==> src/rtl/i2c_controller.sv <==
// Single-byte I2C controller: START, {dev_addr,rw} + ACK, one data byte + ACK/NACK, STOP.
// Latency: done 80*CLK_DIV cycles after accept (44*CLK_DIV on address NACK); SCL period 4*CLK_DIV.
// Backpressure: start is taken only in IDLE; requests while busy are dropped, nothing is queued.
module i2c_controller #(
  parameter int CLK_DIV = 8
) (
  input  logic       clk,
  input  logic       rst_n,
  input  logic       start,
  input  logic       rw,
  input  logic [6:0] dev_addr,
  input  logic [7:0] wr_data,
  input  logic       sda_in,
  output logic       scl_out,
  output logic       sda_out,
  output logic       busy,
  output logic       done,
  output logic       ack_err,
  output logic [7:0] rd_data
);

  localparam int CW = $clog2(CLK_DIV);

  typedef enum logic [3:0] {
    S_IDLE, S_START, S_ADDR, S_ADDR_ACK, S_WDATA,
    S_WACK, S_RDATA, S_RNACK, S_STOP, S_DONE
  } state_t;

  state_t        state, state_n;
  logic [CW-1:0] cnt;
  logic [1:0]    q, q_n;
  logic [2:0]    bit_cnt, bit_cnt_n;
  logic [7:0]    addr_byte, wdat, rx_sh;
  logic          smp;
  logic          running, qtick, accept;
  logic          scl_n, sda_n, slot_scl;
  logic          err_set, rd_load;

  assign running  = (state != S_IDLE) && (state != S_DONE);
  assign qtick    = running && (cnt == CW'(CLK_DIV - 1));
  assign accept   = (state == S_IDLE) && start;
  // Within a bit slot SCL is high only in the middle two quarters.
  assign slot_scl = q_n[0] ^ q_n[1];

  // State, quarter index, bit counter and divider registers.
  always_ff @(posedge clk or negedge rst_n) begin
    if (!rst_n) begin
      state   <= S_IDLE;
      q       <= 2'd0;
      bit_cnt <= 3'd0;
      cnt     <= '0;
    end else begin
      state   <= state_n;
      q       <= q_n;
      bit_cnt <= bit_cnt_n;
      if (qtick || !running) cnt <= '0;
      else                   cnt <= cnt + 1'b1;
    end
  end

  // Next-state: transitions happen only at the end of a slot (last quarter tick).
  always_comb begin
    state_n   = state;
    q_n       = q;
    bit_cnt_n = bit_cnt;
    err_set   = 1'b0;
    rd_load   = 1'b0;
    if (accept) begin
      state_n   = S_START;
      q_n       = 2'd0;
      bit_cnt_n = 3'd0;
    end else if (state == S_DONE) begin
      state_n = S_IDLE;
    end else if (qtick) begin
      q_n = q + 2'd1;
      if (q == 2'd3) begin
        case (state)
          S_START: state_n = S_ADDR;
          S_ADDR: begin
            bit_cnt_n = bit_cnt + 3'd1;
            if (bit_cnt == 3'd7) state_n = S_ADDR_ACK;
          end
          S_ADDR_ACK: begin
            if (smp) begin
              err_set = 1'b1;
              state_n = S_STOP;
            end else begin
              state_n = addr_byte[0] ? S_RDATA : S_WDATA;
            end
          end
          S_WDATA: begin
            bit_cnt_n = bit_cnt + 3'd1;
            if (bit_cnt == 3'd7) state_n = S_WACK;
          end
          S_WACK: begin
            err_set = smp;
            state_n = S_STOP;
          end
          S_RDATA: begin
            bit_cnt_n = bit_cnt + 3'd1;
            if (bit_cnt == 3'd7) begin
              rd_load = 1'b1;
              state_n = S_RNACK;
            end
          end
          S_RNACK: state_n = S_STOP;
          S_STOP:  state_n = S_DONE;
          default: state_n = S_IDLE;
        endcase
      end
    end
  end

  // Pad values for the upcoming cycle; data bits only move when bit_cnt moves, i.e. on q0 entry.
  always_comb begin
    scl_n = 1'b1;
    sda_n = 1'b1;
    case (state_n)
      S_START: sda_n = ~q_n[1];
      S_STOP: begin
        scl_n = (q_n != 2'd0);
        sda_n = (q_n == 2'd3);
      end
      S_ADDR: begin
        scl_n = slot_scl;
        sda_n = addr_byte[3'd7 - bit_cnt_n];
      end
      S_WDATA: begin
        scl_n = slot_scl;
        sda_n = wdat[3'd7 - bit_cnt_n];
      end
      S_ADDR_ACK, S_WACK, S_RDATA, S_RNACK: scl_n = slot_scl;
      default: ;
    endcase
  end

  // Registered open-drain controls.
  always_ff @(posedge clk or negedge rst_n) begin
    if (!rst_n) begin
      scl_out <= 1'b1;
      sda_out <= 1'b1;
    end else begin
      scl_out <= scl_n;
      sda_out <= sda_n;
    end
  end

  // Request latch and SDA sampling on entry to q2.
  always_ff @(posedge clk or negedge rst_n) begin
    if (!rst_n) begin
      addr_byte <= 8'h00;
      wdat      <= 8'h00;
      rx_sh     <= 8'h00;
      smp       <= 1'b1;
    end else begin
      if (accept) begin
        addr_byte <= {dev_addr, rw};
        wdat      <= wr_data;
      end
      if (qtick && q == 2'd1) begin
        smp <= sda_in;
        if (state == S_RDATA) rx_sh <= {rx_sh[6:0], sda_in};
      end
    end
  end

  // Status: busy/done handshake, sticky-per-transaction ack_err, read result.
  always_ff @(posedge clk or negedge rst_n) begin
    if (!rst_n) begin
      busy    <= 1'b0;
      done    <= 1'b0;
      ack_err <= 1'b0;
      rd_data <= 8'h00;
    end else begin
      done <= (state_n == S_DONE);
      if (accept)                 busy <= 1'b1;
      else if (state_n == S_DONE) busy <= 1'b0;
      if (accept)       ack_err <= 1'b0;
      else if (err_set) ack_err <= 1'b1;
      if (rd_load) rd_data <= rx_sh;
    end
  end

endmodule

==> config.mk <==
export PLATFORM = sky130hd
export DESIGN_NAME = i2c_controller
export DESIGN_NICKNAME = d
export VERILOG_FILES = /design/src/rtl/i2c_controller.sv
export SDC_FILE = /design/constraint.sdc
export NUM_CORES = 1
export LEC_CHECK = 0
export BUFFER_PORTS_ARGS = -buffer_cell sky130_fd_sc_hd__buf_4
export CAP_MARGIN = 20
export CORE_AREA = 2 2 115 61
export CTS_CLUSTER_DIAMETER = 200
export DETAILED_ROUTE_END_ITERATION = 8
export DIE_AREA = 0 0 117 63
export SLEW_MARGIN = 20
export SYNTH_ARGS = -nofsm -noshare
export SYNTH_HDL_FRONTEND = slang
export SYNTH_SLANG_ARGS = --single-unit
==> constraint.sdc <==
create_clock -name clk -period 5.25 [get_ports clk]
set_clock_uncertainty 0.15 [all_clocks]
set_input_delay 0.7875 -clock clk [delete_from_list [all_inputs] [get_ports clk]]
set_output_delay 0.7875 -clock clk [all_outputs]
set_load 0.05 [all_outputs]
# Word level (Yosys, flattened, before mapping)
# Index checks and enable logic that the tools add are counted.
# Widths: inputs -> output; s select.
dict set report word_totals {
  input_bits 20
  wordCells 101
  register_bits 50
}
dict set report classes {
  reduce_logical 15
  addsub 4
  muxes 41
  order_cmp 1
  bitwise 2
  eq_ne 24
}
# operator n
set ops {}
lappend ops {{$eq 4x3->1 const B} 8}
lappend ops {{$mux 4} 8}
lappend ops {{$pmux 4 s7} 1}
lappend ops {{$mux 3} 6}
lappend ops {{$mux 1} 17}
lappend ops {{$eq 4x2->1 const B} 4}
lappend ops {{$eq 4x4->1 const B} 4}
lappend ops {{$eq 4x1->1 const B} 2}
lappend ops {{$mux 2} 4}
lappend ops {{$add 3x1->3 const B} 2}
lappend ops {{$bmux 1 s3} 2}
lappend ops {{$eq 3x3->1 const B} 2}
lappend ops {{$reduce_bool 2->1} 3}
lappend ops {{$reduce_or 6->1} 1}
lappend ops {{$eq 2x2->1 const B} 2}
lappend ops {{$logic_and 1x1->1} 4}
lappend ops {{$logic_not 4->1} 1}
lappend ops {{$lt 3x4->1 const B} 1}
lappend ops {{$ne 4x4->1 const B} 1}
lappend ops {{$pmux 1 s2} 2}
lappend ops {{$pmux 1 s4} 1}
lappend ops {{$reduce_bool 4->1} 1}
lappend ops {{$reduce_or 3->1} 1}
lappend ops {{$sub 3x3->3 const A} 1}
lappend ops {{8 further kinds} 8}

# Depth between registers and ports, before layout
# Gate-level depths: netlist of the first run.
dict set report depth {
  depth_word 11
  ltp_mapped 13
  mapped_depth_nobuf 12
}

# Worst setup path before layout of the first run
# No wires, ideal clock.
dict set report synth_timing {
  kind {flip-flop to flip-flop}
  from {register state[1]}
  to {register sda_out}
  required_ns 5.019
  stages_incl_launch_ff 12
  arrival_time_ns 2.178
  synth_period_minus_slack_ns 2.410
  n_path_buf 1
  path_slack_ns 2.840
  path_cell_list {dfrtp_1 buf_6 nor2_2 a31oi_1 xnor2_1 or2_2 inv_1 ha_1 nor3_1 a211o_1 a22o_1 o211ai_1}
}
dict set report synth_via {
  word_cells_on_any_way 45
}
# item line
set synth_rtl {}
lappend synth_rtl {{from (decl)} 29} ;# state_t state, state_n;
lappend synth_rtl {{from (signal assigned)} 53} ;# state <= state_n;
lappend synth_rtl {{$ne 4x4->1 or $reduce_bool 4->1 (tied branches)} 39} ;# assign running = (state != S_IDLE) && (state != S_DONE);
lappend synth_rtl {{$logic_and 1x1->1} 39}
lappend synth_rtl {{$logic_and 1x1->1} 40} ;# assign qtick = running && (cnt == CW'(CLK_DIV - 1));
lappend synth_rtl {{$mux 2} 74} ;# end else if (qtick) begin
lappend synth_rtl {{$mux 2} 72} ;# end else if (state == S_DONE) begin
lappend synth_rtl {{$mux 2 (*)} 68} ;# if (accept) begin
lappend synth_rtl {{via q_n[0]} 31} ;# logic [1:0] q, q_n;
lappend synth_rtl {{$eq 2x2->1 (*)} 122} ;# sda_n = (q_n == 2'd3);
lappend synth_rtl {{$pmux 1 s4 (*)} 118} ;# case (state_n)
lappend synth_rtl {{via sda_n} 36} ;# logic scl_n, sda_n, slot_scl;
lappend synth_rtl {{to (signal assigned)} 144} ;# sda_out <= sda_n;
lappend synth_rtl {{to (decl)} 15} ;# output logic sda_out,
# The timed path passes the listed nets; every way through them passes the cells marked *. The select of a mux whose other input is x is not followed.
# A chain may end at the register's enable or synchronous reset.

# Final worst setup path of the first run
dict set report layout_timing {
  from {register state[1]}
  to {register sda_out}
}
dict set report layout_via {
  word_cells_on_any_way 45
}
# item line
set layout_rtl {}
lappend layout_rtl {{$ne 4x4->1 or $reduce_bool 4->1 (tied branches)} 39}
lappend layout_rtl {{$logic_and 1x1->1} 39}
lappend layout_rtl {{$logic_and 1x1->1} 40}
lappend layout_rtl {{$mux 2} 74}
lappend layout_rtl {{$mux 2} 72}
lappend layout_rtl {{$mux 2 (*)} 68}
lappend layout_rtl {{via q_n[1]} 31}
lappend layout_rtl {{$eq 2x2->1 or $not 1->1 (tied branches)} {122, 119}}
lappend layout_rtl {{$pmux 1 s4 (*)} 118}
lappend layout_rtl {{via sda_n} 36}
# Marks and branches as above.

==> metrics.txt, run 1 <==
Mapped Avg Cell Area 10.5 um2; Synth cell types 52; RSZ-0062 raised after global routing no; HP Class reg -> reg; total global routing overflow 0; worst vdd ir 0.176 mV; initial antenna violation count 0; vias in the first global route 1,614; H-Tree Depth 2; clock latency on the worst-skew pair 0.29 ns; Num Clock Sinks 50; ys flop type dfrtp_1; TritonCTS Buffers 5; power density over the cells 505 mW/mm2; share of cells above drive strength 1 0.279; CTS tree yes; vias post-DR 1,801; synthesis-to-finish area growth 17.5%; Bufs on Longest Clock Path 2; FF+latch count, synth 50; Final Cycle Share 0.560; CP arrival 3.00 ns; CTS Root Cell clkbuf_16; 1st-pass router iterations 4; Clock transition at path regs 0.06 ns; Synth area leaders dfrtp_1 (47%), nand2_1 (8.6%), mux2_2 (7.7%); Data required, critical path 5.31 ns; num rows 21; Design Power 0.00147 W; Starting Density 0.385; Cell Area, Synth 0.00248 mm2; status finished, final reports clean; final hold vios 0; die area 0.00737 mm2; Max Slew Vio Count 0; dpl hpwl 3690 um; Fill cells 606; Lkg Pwr 1.40 nW; Antenna Diode Count 0; Final min period 2.94 ns; Post-Route WL 5290 um; Post-synth EDFFs 0; synth warn 0; Final #Nets 292; port bufs 32; hold_buf cts 0; asr flop ratio synth 1.00; sequential share of the synthesized area 0.506; Syn Inst Count 235; final setup TNS 0 ns; fmax 340 MHz; Least-Margin Pin Slew 0.729 ns; Crit Path Category reg -> reg; Worst slew margin 0.513; post-DR vias/cell 5.04; top-area cell type share of the netlist area 0.475; largest net degree at the start of global routing 51; Core Box Area 0.00644 mm2; post-cts repair resize count 0; placer's final routability congestion estimate 0.884; WL per Instance 14.8 um; num ports 33; Iteration-0 DRC Markers 129; critical path fanouts, max 18; CP startpoint kind flip-flop; Final setup viols 0; Die Span Y 63 um; Detail Route Antenna Nets 0; first-pass GRT wire length 8820 um; synthesized net count 263; Die X 117 um; Post-route DRC 0; Total GRT Usage 0.157; setup bufs post-CTS 0; maxcap violations 0; Worst setup EP type flip-flop; Synth area leader dfrtp_1
-- power breakdown --
group	switching (W)	internal (W)
registers	0.0000922	0.000500
logic	0.000334	0.000221
clock network	0.000134	0.000189
-- placed cells by master, fill, tap and decap left out, types with 5 or more instances in the layout --
master,count
mux2_2,17
buf_4,32
inv_1,7
a21oi_1,8
ha_1,8
nand3_1,5
nand2_1,57
nor2_1,7
clkbuf_16,5
dfrtp_1,47
a31oi_1,6
-- through the flow --
| step | hold WS [ns] | instances | instance area [um2] | utilization | setup slack, ns |
|---|---|---|---|---|---|
| 2_1_floorplan | 0.259 | 235 | 2480 | - | 2.84 |
| 3_5_place_dp | 0.279 | 349 | 2770 | 0.430 | 2.35 |
| 5_1_grt | 0.307 | 357 | 2910 | 0.452 | 2.00 |
| 6_report | 0.283 | 357 | 2910 | 0.452 | 2.31 |
| 3_3_place_gp | 0.276 | 349 | 2770 | 0.430 | 2.48 |
| 4_1_cts | 0.288 | 357 | 2910 | 0.452 | 2.33 |
-- cell usage after synthesis (3+ instances only) --
master    instances
nand2_1          57
dfrtp_1          47
mux2_2           17
a21oi_1           8
ha_1              8
inv_1             7
nor2_1            7
a31oi_1           6
nand3_1           5
clkbuf_1          4
mux2i_1           4
o21ai_0           4
and2_1            3
buf_6             3
dfstp_2           3
nand2b_1          3
nand4_1           3
nor3b_1           3
-- critical path: stages, from the launching register on --
cell and delay [ns]:
dfrtp_1 0.48, nor2_2 0.43, nand3_1 0.62, o211ai_1 0.36, inv_1 0.10, ha_1 0.19
nor3_1 0.19, a211o_1 0.13, a22o_1 0.12, o211ai_1 0.08
-- final timing paths --
path	from	end	slack, ns	depth (start not counted)
max in group asynchronous	rst_n	rx_sh[6]$_DFFE_PN0P_	4.14	1
min reg2reg	cnt[0]$_DFF_PN0_	cnt[0]$_DFF_PN0_	0.28	1
max	state[1]$_DFF_PN0_	sda_out$_DFF_PN1_	2.31	9
max reg2reg	state[1]$_DFF_PN0_	sda_out$_DFF_PN1_	2.31	9
min	cnt[0]$_DFF_PN0_	cnt[0]$_DFF_PN0_	0.28	1
min in group asynchronous	rst_n	addr_byte[5]$_DFFE_PN0P_	0.37	1
-- state kept, by name, indices dropped and copies added (netlist names) --
signal,cells
cnt,3
rx_sh,8
ack_err,1
busy,1
rd_data,8
bit_cnt,3
wdat,8
done,1
scl_out,1
sda_out,1
addr_byte,8
smp,1
q,2
state,4
-- routing by layer --
layer	GRT usage	part of all wire	wire, um
met5	0	0	0
met4	0.0441	0.0051	27
met3	0.0456	0.065	346
met2	0.186	0.38	2000
met1	0.263	0.55	2920
-- area by class of cell --
type	count	area, um2	area share
clock buffer	7	143	0.0490
clock inverter	1	5.00	0.00172
inverter	9	33.8	0.0116
multi-input combinational	166	1120	0.385
sequential	50	1250	0.431
tap	92	115	0.0395
timing repair buffer	32	240	0.0825
-- kinds of logic after synthesis --
| logic type | share of synthesized area |
|---|---|
| xor+xnor | 0.00707 |
| flops | 0.506 |
| mux | 0.0934 |
| fa+ha+maj | 0.0404 |
| simple gates | 0.193 |
| buf+inv | 0.0414 |
| compound gates | 0.119 |
(Power assumes the default switching activity.)
==> run 2: changes to the inputs <==
--- a/config.mk
+++ b/config.mk
@@ -5,12 +5,13 @@
 export SDC_FILE = /design/constraint.sdc
 export NUM_CORES = 1
 export LEC_CHECK = 0
+export ABC_AREA = 1
 export BUFFER_PORTS_ARGS = -buffer_cell sky130_fd_sc_hd__buf_4
 export CAP_MARGIN = 20
-export CORE_AREA = 2 2 115 61
+export CORE_AREA = 2 2 119 63
 export CTS_CLUSTER_DIAMETER = 200
 export DETAILED_ROUTE_END_ITERATION = 8
-export DIE_AREA = 0 0 117 63
+export DIE_AREA = 0 0 121 65
 export SLEW_MARGIN = 20
 export SYNTH_ARGS = -nofsm -noshare
 export SYNTH_HDL_FRONTEND = slang
==> constraint.sdc (replaced) <==
create_clock -name clk -period 2.55 [get_ports clk]
set_clock_uncertainty 0.15 [all_clocks]
set_input_delay 0.3825 -clock clk [delete_from_list [all_inputs] [get_ports clk]]
set_output_delay 0.3825 -clock clk [all_outputs]
set_load 0.05 [all_outputs]
==> metrics.txt, run 2 <==
status finished, final reports clean; port bufs 32 (unchanged); synthesized net count 359 (+37%); CTS Root Cell clkbuf_16; placer's final routability congestion estimate 0.815 (-7.9%); CP Cell Sequence nor2_2 > nand2_4 > nand3_4 > nor2_4 > nand3_2 > nand3_4 > nand2_1 > nand3_1 > nand3_1 > nand3_1 > nand3_1; post-DR vias/cell 4.59 (-9.1%); Critical path buffers and inverters 0 (-1); Cell Int Power 0.00118 W (+29%); Crit Path Category reg -> reg; Cell Area, Synth 0.00269 mm2 (+8.5%); power density over the cells 469 mW/mm2 (-7.0%); clock latency on the worst-skew pair 0.29 ns (about the same); Mapped Avg Cell Area 8.13 um2 (-23%); Data required, critical path 2.63 ns (-2.68 ns); Antenna Diode Count 0 (unchanged); Max Slew Vio Count 0 (unchanged); global routing's busiest layer met1; DP Area 0.00304 mm2 (+9.8%); share of cells above drive strength 1 0.234 (-0.0449); met1 Use GR 0.276 (+0.0135); Lkg Pwr 1.59 nW (+14%); TritonCTS Buffers 5 (unchanged); Synth cell types 29 (-44%); design area 0.00319 mm2 (+9.5%); Post-synth EDFFs 0 (unchanged); Clk pwr share 0.442 (+0.222); CP startpoint kind flip-flop; P_sw 0.000319 W (-43%); num ports 33 (unchanged); Die X 121 um (+3.4%); setup bufs post-CTS 0 (unchanged); critical path fanouts, max 9 (-9); top cells by count, synth nand2_1 (79), dfrtp_1 (47), inv_1 (45), o21ai_0 (26), nand3_1 (23); 1st-pass router iterations 4 (unchanged); post-cts repair resize count 0 (unchanged); maxcap violations 0 (unchanged); family with the most delay on the worst path simple AND/OR/NAND/NOR gates; CTS tree yes; Detail Route Antenna Nets 0 (unchanged); Num Clock Sinks 50 (unchanged); first-pass GRT wire length 9960 um (+13%); Syn Inst Count 331 (+41%); biggest cell delay along the critical path 0.48 ns (-0.14 ns); Reg power frac 0.531 (+0.128); most frequent cells in the layout nand2_1 (79), dfrtp_1 (47), inv_1 (45), buf_4 (34), o21ai_0 (26); H-Tree Depth 2 (unchanged); ys flop type dfrtp_1; vias post-DR 2,123 (+18%); RSZ-0062 raised after global routing no; met3 Track Usage GR 0.0440 (-0.00157); final setup TNS 0 ns (unchanged); Synth area leaders dfrtp_1 (44%), nand2_1 (11%), inv_1 (6.3%); Sw Share 0.213 (-0.168); most common cell in the netlist nand2_1; HP Class in -> reg; initial antenna violation count 0 (unchanged); CP arrival 2.32 ns (-0.68 ns); Top cell by count, worst path nand3_1; Total GRT Usage 0.163 (+0.00559); vias in the first global route 1,978 (+23%); Synth area leader dfrtp_1; Starting Density 0.386 (+0.00124); Post-Route WL 5730 um (+8.3%); Bufs on Longest Clock Path 2 (unchanged); fmax 447 MHz (+31%); dpl hpwl 4310 um (+17%); Die Span Y 65 um (+3.2%); die area 0.00787 mm2 (+6.7%); Post-route DRC 0 (unchanged); Worst setup EP type flip-flop; met2 GRT Util 0.189 (+0.00249); Least-Margin Pin Slew 0.791 ns (+0.0619 ns); Final #Nets 394 (+35%); fin util 0.458 (+0.00566); synth warn 0 (unchanged); Final setup viols 0 (unchanged); hold_buf cts 1 (+1); most common cell after layout, fill and taps aside nand2_1; worst vdd ir 0.272 mV (+54%); largest net degree at the start of global routing 51 (unchanged); Comb pwr share 0.027 (-0.351); total global routing overflow 0 (unchanged); Final Cycle Share 0.877 (+0.317); WL per Instance 12.4 um (-16%); synthesis-to-finish area growth 18.6%; Core Box Area 0.00696 mm2 (+8.2%); num rows 22 (+4.8%); FF+latch count, synth 50 (unchanged); asr flop ratio synth 1.00 (unchanged); Clock transition at path regs 0.07 ns (about the same); final hold vios 0 (unchanged); Worst slew margin 0.471 (-0.0419); top-area cell type share of the netlist area 0.437 (-0.0373); Fill cells 691 (+14%); Iteration-0 DRC Markers 165 (+28%); Slowest cell on crit path dfrtp_1; sequential share of the synthesized area 0.467 (-0.0398); Final min period 2.24 ns (-0.703 ns)
[run 2: final timing paths]
| path | cells after the start | slack [ns] | startpoint | end |
|---|---|---|---|---|
| worst min-delay path | 3 | 0.15 | wr_data[7] | wdat[7]$_DFFE_PN0P_ |
| worst max-delay path | 11 | 0.31 | state[0]$_DFF_PN0_ | sda_out$_DFF_PN1_ |
| worst min register to register | 1 | 0.29 | cnt[0]$_DFF_PN0_ | cnt[0]$_DFF_PN0_ |
| max in group asynchronous | 2 | 1.31 | rst_n | addr_byte[0]$_DFFE_PN0P_ |
| min in group asynchronous | 2 | 0.51 | rst_n | done$_DFF_PN0_ |
| worst max register to register | 11 | 0.31 | state[0]$_DFF_PN0_ | sda_out$_DFF_PN1_ |
[run 2: stage by stage]
| step | setup slack, ns | hold WS (ns) | std cells | total power (W) |
|---|---|---|---|---|
| after floorplan | 0.538 | -0.0631 | 331 | 0.000811 |
| after global placement | 0.357 | 0.270 | 454 | 0.000851 |
| after detailed placement | 0.357 | 0.281 | 454 | 0.000851 |
| after CTS | 0.348 | 0.142 | 463 | 0.00151 |
| after global routing | 0.113 | 0.152 | 463 | 0.00155 |
| final | 0.313 | 0.146 | 463 | 0.00150 |
[run 2: tightest hold or removal path, cell delays in order]
cell and delay (ns):
buf_4 0.07, nand2_1 0.04, o21ai_0 0.05
[run 2: power by group through the flow]
stage / clock [W] / sequential (W) / combinational (W)
CTS: 0.000677 / 0.000794 / 0.0000426
detailed placement: 0 / 0.000810 / 0.0000411
floorplan: 0 / 0.000810 / 0.00000117
finish: 0.000662 / 0.000795 / 0.0000405
global route: 0.000710 / 0.000794 / 0.0000458
global placement: 0 / 0.000810 / 0.0000414
[run 2: cell type report]
type                       instances  area [um2]  area share
sequential                        50        1250       0.393
multi-input combinational        219        1200       0.376
timing repair buffer              35         265      0.0831
inverter                          55         206      0.0647
clock buffer                       6         129      0.0404
tap                               96         120      0.0376
clock inverter                     2        15.0     0.00471
[run 2: cell families (layout without fill, tap and decap cells)]
group,count (synthesis),count (layout),share of synthesized area
AND/OR/NAND/NOR,170,170,0.331
flip-flops,50,50,0.467
AO/OA/AOI/OAI,41,41,0.0777
buffers and inverters,62,98,0.0874
adder cells (fa/ha/maj),8,8,0.0372
[run 2: routing by layer]
metal  wire [um]  share of wire
met1        3450           0.60
met2        1830           0.32
met3         394          0.069
met4          57          0.010
met5           0              0
==> run 3: changes to the inputs <==
--- a/config.mk
+++ b/config.mk
@@ -12,6 +12,7 @@
 export CTS_CLUSTER_DIAMETER = 200
 export DETAILED_ROUTE_END_ITERATION = 8
 export DIE_AREA = 0 0 121 65
+export PLACE_DENSITY_LB_ADDON = 0.2
 export SLEW_MARGIN = 20
 export SYNTH_ARGS = -nofsm -noshare
 export SYNTH_HDL_FRONTEND = slang
==> metrics.txt, run 3 (same netlist as run 2, synthesis figures left out) <==
Final #Nets 395 (+0.25%); first-pass GRT wire length 10,100 um (+1.3%); status finished, final reports clean; Iteration-0 DRC Markers 124 (-25%); final hold vios 0 (unchanged); 1st-pass router iterations 5 (+1); Post-Route WL 6100 um (+6.5%); Post-route DRC 0 (unchanged); Detail Route Antenna Nets 0 (unchanged); Die Span Y 65 um (unchanged); dpl hpwl 4600 um (+6.8%); Clock transition at path regs 0.07 ns (about the same); Core Box Area 0.00696 mm2 (unchanged); WP depth 9 (-2); Clk pwr share 0.489 (+0.047); placed cells 455 (+0.22%); Die X 121 um (unchanged); CTS Root Cell clkbuf_16; H-Tree Depth 2 (unchanged); maxcap violations 0 (unchanged); final setup TNS 0 ns (unchanged); Worst setup EP type flip-flop; crit path from state[0]$_DFF_PN0_; Critical path buffers and inverters 1 (+1); TritonCTS Buffers 5 (unchanged); num ports 33 (unchanged); family with the most delay on the worst path simple AND/OR/NAND/NOR gates; WL per Instance 13.1 um (+6.2%); port bufs 32 (unchanged); vias post-DR 2,177 (+2.5%); Top cell by count, worst path nand3_1; Least-Margin Pin Slew 0.787 ns (-0.00394 ns); Total GRT Usage 0.170 (+0.00685); clock latency on the worst-skew pair 0.30 ns (about the same); Detail Route met3 WL 280 um (-29%); initial antenna violation count 0 (unchanged); most common cell after layout, fill and taps aside nand2_1; most frequent cells in the layout nand2_1 (79), dfrtp_1 (47), inv_1 (45), buf_4 (35), o21ai_0 (26); post-DR vias/cell 4.69 (+2.3%); CP arrival 2.36 ns (+0.04 ns); M1 WL 3540 um (+2.8%); setup bufs post-CTS 0 (unchanged); Num Clock Sinks 50 (unchanged); final hold slack 0.144 ns (-0.00176 ns); pre-CTS WS 0.296 ns (-0.0612 ns); reg2reg start state[0]$_DFF_PN0_; HP Class in -> reg; vias in the first global route 2,004 (+1.3%); FF-to-FF path depth 9 (-2); Max Used Layer met4; Final min period 2.29 ns (+0.0529 ns); Starting Density 0.386 (unchanged); fmax 437 MHz (-2.3%); synthesis-to-finish area growth 20.1%; Cell Int Power 0.00131 W (+11%); Antenna Diode Count 0 (unchanged); power density over the cells 506 mW/mm2 (+7.8%); R2R Setup Slk 0.26 ns (-0.05 ns); WHS Endpoint wdat[7]$_DFFE_PN0P_; die area 0.00787 mm2 (unchanged); hold path start wr_data[7]; CP Cell Sequence nor2_2 > nand3_2 > nand3_1 > inv_1 > ha_1 > nand4_1 > nand2_1 > nor2_1 > nand3_1; total global routing overflow 0 (unchanged); P_sw 0.000327 W (+2.6%); hold path cells 3 (unchanged); Comb pwr share 0.025 (-0.002); biggest cell delay along the critical path 0.47 ns (about the same); Final Cycle Share 0.898 (+0.0207); Bufs on Longest Clock Path 2 (unchanged); Slowest cell on crit path dfrtp_1; setup ws final 0.260 ns (-0.0529 ns); Sw Share 0.200 (-0.0128); largest net degree at the start of global routing 51 (unchanged); CTS tree yes; Max Slew Vio Count 0 (unchanged); placer's final routability congestion estimate 0.838 (+2.8%); num rows 22 (unchanged); Lkg Pwr 1.62 nW (+1.8%); worst reg2reg path endpoint sda_out$_DFF_PN1_; Crit Path Category reg -> reg; RSZ-0062 raised after global routing no; worst vdd ir 0.235 mV (-14%); CP startpoint kind flip-flop; Data required, critical path 2.62 ns (about the same); critical path fanouts, max 10 (+1); Final setup viols 0 (unchanged); final cell count without fillers 464 (+0.22%); Worst slew margin 0.474 (+0.00264); share of cells above drive strength 1 0.239 (+0.00480); fin util 0.464 (+0.00593); routed wl met2 2200 um (+20%); Reg power frac 0.486 (-0.045)
## run 3: cell types whose count changed in the layout (fill, tap and decap cells not counted), sizes merged
cell / before / now
clkinvlp: 2 / 0
buf: 34 / 35
bufinv: 0 / 1
inv: 53 / 54
## run 3: layer usage
metal	GRT usage	vias up
met4	0.0567	0
met3	0.0475	6
met1	0.273	1007
li1	-	1122
met2	0.206	42
met5	0	-
## run 3: through the flow
stage	total power, W	instance area, um2
2_1_floorplan	0.000811	2690
5_1_grt	0.00170	3230
3_3_place_gp	0.000851	3040
6_report	0.00163	3230
3_5_place_dp	0.000851	3040
4_1_cts	0.00165	3230
## run 3: worst register-to-register path: stages (launching register included)
cell and delay, ns:
dfrtp_1 0.47, nor2_2 0.37, nand3_2 0.35, nand3_1 0.27
inv_1 0.09, ha_1 0.18, nand4_1 0.10, nand2_1 0.07
nor2_1 0.10, nand3_1 0.07
## run 3: what timing repair did
item / in CTS / in global routing
resized for setup: 0 / 0
hold buffers: 1 / 0
endpoints found under the hold margin: 42 / 0
## run 3: area by class of cell
type	count	area, um2
clock inverters	2	38.8
clock buffers	6	139
flip-flops and latches	50	1250
multi-input cells	219	1200
repair buffers	36	273
well taps	96	120
inverters	55	206
fillers	709	3730
## run 3: power by group through the flow
stage               Combinational (W)  Clock, W  Sequential, W
global placement            0.0000409         0       0.000810
global route                0.0000461  0.000859       0.000794
CTS                         0.0000427  0.000812       0.000794
finish                      0.0000404  0.000800       0.000795
detailed placement          0.0000412         0       0.000810
floorplan                  0.00000117         0       0.000810
## run 3: how the worst max path moves through the flow
stage                                       to  slack (ns)
after CTS                    sda_out$_DFF_PN1_        0.29
final                        sda_out$_DFF_PN1_        0.26
after global routing      rx_sh[1]$_DFFE_PN0P_        0.08
after floorplan              sda_out$_DFF_PN1_        0.54
after detailed placement     sda_out$_DFF_PN1_        0.30
after global placement       sda_out$_DFF_PN1_        0.32
